File: config.mk
export PLATFORM = sky130hd
export DESIGN_NAME = bcd_xs3_seq_ctrl_flat
export DESIGN_NICKNAME = d
export VERILOG_FILES = /design/src/rtl/bcd_xs3_seq_ctrl_if.sv /design/src/rtl/bcd_xs3_seq_ctrl.sv /design/src/flat_wrapper.sv
export SDC_FILE = /design/constraint.sdc
export NUM_CORES = 1
export LEC_CHECK = 0
export ABC_AREA = 1
export CAP_MARGIN = 5
export CORE_MARGIN = 3
export CORE_UTILIZATION = 55
export DETAILED_ROUTE_END_ITERATION = 6
export PLACE_DENSITY_LB_ADDON = 0.2
export SLEW_MARGIN = 20
export SYNTH_ARGS = -nofsm -noshare
export SYNTH_HDL_FRONTEND = slang
export SYNTH_SLANG_ARGS = --single-unit
File: constraint.sdc
create_clock -name clk -period 3.4 [get_ports clk]
set_input_delay 0.68 -clock clk [delete_from_list [all_inputs] [get_ports clk]]
set_output_delay 0.68 -clock clk [all_outputs]
set_load 0.05 [all_outputs]
File: src/rtl/bcd_xs3_seq_ctrl_if.sv
// Operand/result bundle for the sequential binary -> BCD -> excess-3 converter.
`timescale 1ns/1ps
interface bcd_xs3_seq_ctrl_if #(
  parameter int N = 2,
  parameter int W = 8
);
  // Both channels use valid/ready. A transfer happens on a rising edge where valid
  // and ready are both high. Once valid is raised, it and its payload stay stable
  // until that edge. Ready may depend on state, but never on valid.
  logic           in_valid;
  logic           in_ready;
  logic [W-1:0]   bin_in;
  logic           out_valid;
  logic           out_ready;
  logic [4*N-1:0] bcd_out;
  logic [4*N-1:0] xs3_out;
  logic           ovf;

  modport master (
    output in_valid, bin_in, out_ready,
    input  in_ready, out_valid, bcd_out, xs3_out, ovf
  );

  modport slave (
    input  in_valid, bin_in, out_ready,
    output in_ready, out_valid, bcd_out, xs3_out, ovf
  );
endinterface

File: src/rtl/bcd_xs3_seq_ctrl.sv
// Sequential double-dabble binary-to-BCD converter. A single shared add-3 unit then
// produces the excess-3 code one digit per cycle.
`timescale 1ns/1ps
module bcd_xs3_seq_ctrl #(
  parameter int N = 2,
  parameter int W = 8
) (
  input  logic                  clk,
  input  logic                  rst_n,
  bcd_xs3_seq_ctrl_if.slave     bus,
  output logic [1:0]            dbg_state_o
);

  localparam int BW = 4 * N;
  localparam int CW = $clog2(W + 1);
  localparam int DW = (N > 1) ? $clog2(N) : 1;

  typedef enum logic [1:0] {
    IDLE = 2'd0,
    CONV = 2'd1,
    XS3  = 2'd2,
    DONE = 2'd3
  } state_t;

  state_t          state_q, state_d;
  logic [W-1:0]    sr_q, sr_d;
  logic [BW-1:0]   acc_q, acc_d;
  logic            ovf_q, ovf_d;
  logic [CW-1:0]   cnt_q, cnt_d;
  logic [DW-1:0]   dig_q, dig_d;
  logic [BW-1:0]   xs3_acc_q, xs3_acc_d;
  logic [BW-1:0]   bcd_out_q, bcd_out_d;
  logic [BW-1:0]   xs3_out_q, xs3_out_d;
  logic            ovf_out_q, ovf_out_d;
  logic            rst_ok_q;

  logic [BW-1:0]   adj;
  logic [BW+W:0]   sh;
  logic [3:0]      cur_dig;
  logic [BW-1:0]   xs3_next;
  logic            accept;

  // Release is taken one edge after rst_n rises, so the first accept is on the second edge.
  always_ff @(posedge clk or negedge rst_n) begin
    if (!rst_n) rst_ok_q <= 1'b0;
    else        rst_ok_q <= 1'b1;
  end

  always_ff @(posedge clk or negedge rst_n) begin
    if (!rst_n) begin
      state_q   <= IDLE;
      sr_q      <= '0;
      acc_q     <= '0;
      ovf_q     <= 1'b0;
      cnt_q     <= '0;
      dig_q     <= '0;
      xs3_acc_q <= '0;
      bcd_out_q <= '0;
      xs3_out_q <= '0;
      ovf_out_q <= 1'b0;
    end else begin
      state_q   <= state_d;
      sr_q      <= sr_d;
      acc_q     <= acc_d;
      ovf_q     <= ovf_d;
      cnt_q     <= cnt_d;
      dig_q     <= dig_d;
      xs3_acc_q <= xs3_acc_d;
      bcd_out_q <= bcd_out_d;
      xs3_out_q <= xs3_out_d;
      ovf_out_q <= ovf_out_d;
    end
  end

  // Double-dabble correction: any digit >= 5 gets +3 before the shift.
  always_comb begin
    adj = acc_q;
    for (int i = 0; i < N; i++) begin
      if (acc_q[4*i +: 4] >= 4'd5) adj[4*i +: 4] = acc_q[4*i +: 4] + 4'd3;
    end
    sh = {1'b0, adj, sr_q} << 1;
  end

  // Shared add-3 unit. An overflowed result is saturated to all nines here.
  always_comb begin
    cur_dig  = ovf_q ? 4'h9 : acc_q[{dig_q, 2'b00} +: 4];
    xs3_next = xs3_acc_q;
    xs3_next[{dig_q, 2'b00} +: 4] = cur_dig + 4'd3;
  end

  assign accept = bus.in_valid && bus.in_ready;

  always_comb begin
    state_d   = state_q;
    sr_d      = sr_q;
    acc_d     = acc_q;
    ovf_d     = ovf_q;
    cnt_d     = cnt_q;
    dig_d     = dig_q;
    xs3_acc_d = xs3_acc_q;
    bcd_out_d = bcd_out_q;
    xs3_out_d = xs3_out_q;
    ovf_out_d = ovf_out_q;
    unique case (state_q)
      IDLE: begin
        if (accept) begin
          sr_d      = bus.bin_in;
          acc_d     = '0;
          ovf_d     = 1'b0;
          cnt_d     = CW'(W);
          dig_d     = '0;
          xs3_acc_d = '0;
          state_d   = CONV;
        end
      end
      CONV: begin
        acc_d = sh[BW+W-1:W];
        sr_d  = sh[W-1:0];
        ovf_d = ovf_q | sh[BW+W];
        cnt_d = cnt_q - CW'(1);
        if (cnt_q == CW'(1)) begin
          dig_d   = '0;
          state_d = XS3;
        end
      end
      XS3: begin
        xs3_acc_d = xs3_next;
        if (dig_q == DW'(N - 1)) begin
          bcd_out_d = ovf_q ? {N{4'h9}} : acc_q;
          xs3_out_d = xs3_next;
          ovf_out_d = ovf_q;
          state_d   = DONE;
        end else begin
          dig_d = dig_q + DW'(1);
        end
      end
      DONE: begin
        if (bus.out_ready) state_d = IDLE;
      end
      default: state_d = IDLE;
    endcase
  end

  // in_ready stays high throughout reset. After release it drops until the synchroniser settles.
  assign bus.in_ready  = (state_q == IDLE) && (rst_ok_q || !rst_n);
  assign bus.out_valid = (state_q == DONE);
  assign bus.bcd_out   = bcd_out_q;
  assign bus.xs3_out   = xs3_out_q;
  assign bus.ovf       = ovf_out_q;
  assign dbg_state_o   = state_q;

endmodule

File: src/flat_wrapper.sv
// flat-port wrapper written by rule: the top's interface ports become plain ports
module bcd_xs3_seq_ctrl_flat 
#(
  parameter int N = 2,
  parameter int W = 8
)
  (clk, rst_n, dbg_state_o, bus_in_valid, bus_bin_in, bus_out_ready, bus_in_ready, bus_out_valid, bus_bcd_out, bus_xs3_out, bus_ovf);
  bcd_xs3_seq_ctrl_if #(.N(N), .W(W)) bus_i ();
  input  logic clk;
  input  logic rst_n;
  output logic [1:0] dbg_state_o;
  input wire logic [$bits(bus_i.in_valid)-1:0] bus_in_valid;
  input wire logic [$bits(bus_i.bin_in)-1:0] bus_bin_in;
  input wire logic [$bits(bus_i.out_ready)-1:0] bus_out_ready;
  output wire logic [$bits(bus_i.in_ready)-1:0] bus_in_ready;
  output wire logic [$bits(bus_i.out_valid)-1:0] bus_out_valid;
  output wire logic [$bits(bus_i.bcd_out)-1:0] bus_bcd_out;
  output wire logic [$bits(bus_i.xs3_out)-1:0] bus_xs3_out;
  output wire logic [$bits(bus_i.ovf)-1:0] bus_ovf;
  assign bus_i.in_valid = bus_in_valid;
  assign bus_i.bin_in = bus_bin_in;
  assign bus_i.out_ready = bus_out_ready;
  assign bus_in_ready = bus_i.in_ready;
  assign bus_out_valid = bus_i.out_valid;
  assign bus_bcd_out = bus_i.bcd_out;
  assign bus_xs3_out = bus_i.xs3_out;
  assign bus_ovf = bus_i.ovf;
  bcd_xs3_seq_ctrl #(.N(N), .W(W)) u_core (.clk(clk), .rst_n(rst_n), .bus(bus_i), .dbg_state_o(dbg_state_o));
endmodule
==> flow_summary.yaml <==
final_layout:
  diodes: 0
  drive_gt1_frac: 0.0915
  finalNetCount: 328
  instances_no_fill: 354
  areaGrowthSynthToFinish_pct: 18.6
  fillers: 314
route:
  num_vias: 1839
  detail-route-antenna-nets: 0
  drt_iter0_markers: 87
  vias_per_cell: 5.19
  wirelength_mm: 4.32
  remaining_drc_errors: 0
  drt-pass1-iter-count: 4
  wire_per_inst_microns: 12.2
sta:
  hold_violations: 0
  slew_viol_final: 0
  min_period_ns: 2.80
  holdWs_ns: 0.483
  period_share: 0.825
  fmax_ghz: 0.357
  grt_setup_unrepaired: "false"
  slew_headroom: 0.616
  tightestPinTransition_ns: 0.577
  tns_ns: 0
  setup_violations: 0
  fin_skew_ns: 0.00710
setup_path:
  worstSetupStartpoint: "u_core.dbg_state_o[0]$_DFFE_PN0P_"
  worstPathArrival_ns: 2.12
  start_kind: "register"
  worst_ep_required_time_ns: 2.72
  crit_path_max_fanout: 5
  end_kind: "output port"
  reg2reg_from: "u_core.dbg_state_o[0]$_DFFE_PN0P_"
  critPathKind: "register to output port"
grt:
  grt_max_degree: 48
  antenna_found_initial: 0
  grt_pass1_vias: 1672
  overflow: 0
  grt_pass1_wl_mm: 7.37
  grt.total_usage: 0.184
synthesis:
  avgSynthCellArea_sq_um: 8.50
  ys_seq_area_frac: 0.499
  ys_types: 29
  ys_ff_latch: 46
  synth_fp_nets: 294
  synth_cells: 271
  netlist_area_sq_mm: 0.00230
  yosys_warnings: 0
clocking:
  post_cts_buffers: 0
  cts_tree: "done"
  ctsHoldBuffers: 0
  clock_latency_ns: 0.30
  clkSlewWorstSetupHoldPaths_ns: 0.08
  cts-buffers-inserted: 5
  cts.sinks: 46
  ctsResizeCount: 0
  cts-root-buf: "clkbuf_8"
  htreeDepth: 2
  ctsLongestPathBuffers: 2
floorplanning:
  num_rows: 22
  floorplan.die.width_microns: 70.7
  die_area_sq_mm: 0.00500
  initial_core_util: 0.598
  chipHeight_microns: 70.7
  core_sq_mm: 0.00385
  ios: 33
status:
  outcome: "complete, no violations"
place:
  port_buffers: 32
  gp_congestion: 0.902
  place_hpwl_mm: 3.13
  dp.cells: 346
power:
  p_int_mw: 1.47
  swShare: 0.490
  seq_power_share: 0.322
  p_leak_nw: 1.31
  p_switching_mw: 1.41
  clkPwrFrac: 0.119
  powerDensity_mw_per_mm2: 1050
  pwr-share-comb: 0.559
  ir_drop_v: 0.000496
min_path:
  min-delay-start: "u_core.bus.xs3_out[1]$_DFFE_PN0P_"
  hold_class: "register to register"
run:
  drv_cap: 0
## flip-flops by register name, summed over array words and instances, names as in the netlist, 2 cells and up
name	flops
u_core.acc_q	8
u_core.bus.bcd_out	8
u_core.bus.xs3_out	8
u_core.sr_q	8
u_core.cnt_q	4
u_core.xs3_acc_q	4
u_core.dbg_state_o	2
## layer usage
layer	track usage	wire length, microns
met5	0	0
met4	0.0564	62
met3	0.0511	203
met2	0.308	2090
met1	0.234	1970
## stage by stage
| step | setup slack (ns) | util | power [mW] | area, sq um |
|---|---|---|---|---|
| 3_3_place_gp | 0.861 | 0.684 | 2.51 | 2640 |
| 5_1_grt | 0.475 | 0.709 | 3.11 | 2730 |
| 2_1_floorplan | 1.34 | - | 2.13 | 2300 |
| 4_1_cts | 0.577 | 0.709 | 2.90 | 2730 |
| 6_report | 0.597 | 0.709 | 2.88 | 2730 |
| 3_5_place_dp | 0.859 | 0.684 | 2.55 | 2640 |
## cell type report
| class | instances | area, sq um | share of cell area |
|---|---|---|---|
| Sequential cell | 46 | 1150 | 0.421 |
| Multi-Input combinational cell | 185 | 976 | 0.357 |
| Inverter | 34 | 128 | 0.0467 |
| Clock buffer | 6 | 82.6 | 0.0302 |
| Tap cell | 48 | 60.1 | 0.0220 |
| Clock inverter | 2 | 12.5 | 0.00458 |
| Timing Repair Buffer | 33 | 323 | 0.118 |
## cells in the mapped netlist
master	number	area [sq um]
nand2_1	85	319
conb_1	1	3.75
o22ai_1	4	25.0
nor3_1	1	5.00
o21ai_2	1	8.76
buf_2	1	5.00
a21oi_2	2	17.5
nand2_2	1	6.26
a31oi_2	2	25.0
inv_2	6	22.5
o211ai_1	3	22.5
buf_8	1	15.0
a31oi_1	1	6.26
nand3_2	1	10.0
ha_1	11	138
a21oi_4	1	16.3
o21ai_0	23	115
a21oi_1	3	15.0
buf_4	4	30.0
nor2_1	17	63.8
o2111ai_1	1	8.76
nor2_4	1	11.3
inv_1	28	105
o21ai_1	4	20.0
nor2_2	1	6.26
xor2_1	4	35.0
nand3_1	15	75.1
dfrtp_1	46	1150
nand2_4	2	22.5
## power by group through the flow
stage	Combinational, mW	Sequential [mW]	Clock (mW)
after floorplan	0.874	1.26	0
after global placement	1.58	0.929	0
after detailed placement	1.61	0.938	0
after CTS	1.62	0.928	0.351
after global routing	1.77	0.965	0.379
final	1.61	0.928	0.342
## worst max-delay path: stages (launching register included)
cell and delay [ns]:
dfrtp_1 0.43, inv_1 0.10, ha_1 0.22, inv_2 0.08, a21oi_4 0.16, clkdlybuf4s50_1 0.83
## placed cells by master (no fill, tap or decap), types with 2 or more instances in the layout
master / count
a31oi_2: 2
o211ai_1: 3
o22ai_1: 4
ha_1: 11
a21oi_1: 3
clkdlybuf4s50_1: 31
nand3_1: 15
nand2_4: 2
nand2_1: 85
o21ai_0: 23
o21ai_1: 4
clkbuf_8: 6
xor2_1: 4
nor2_1: 17
inv_2: 6
inv_1: 28
dfrtp_1: 46
a21oi_2: 2
## cells by family after synthesis
logic type | synth area share
adders and majority gates | 0.0597
AOI/OAI and AO/OA | 0.122
and+or+nand+nor | 0.225
buffers and inverters | 0.0771
other | 0.00163
DFF | 0.499
xor gates and xnor gates | 0.0152
## final timing paths
kind,end,slack [ns],cells past startpoint
min,u_core.bus.xs3_out[1]$_DFFE_PN0P_,0.48,2
min in group asynchronous,u_core.bus.bcd_out[4]$_DFFE_PN0P_,0.56,2
max in group asynchronous,u_core.cnt_q[3]$_DFFE_PN0P_,2.45,2
min reg2reg,u_core.bus.xs3_out[1]$_DFFE_PN0P_,0.48,2
max reg2reg,u_core.bus.xs3_out[4]$_DFFE_PN0P_,1.71,8
max,bus_in_ready,0.60,5
No activity file was read; power rests on OpenSTA's default activity.
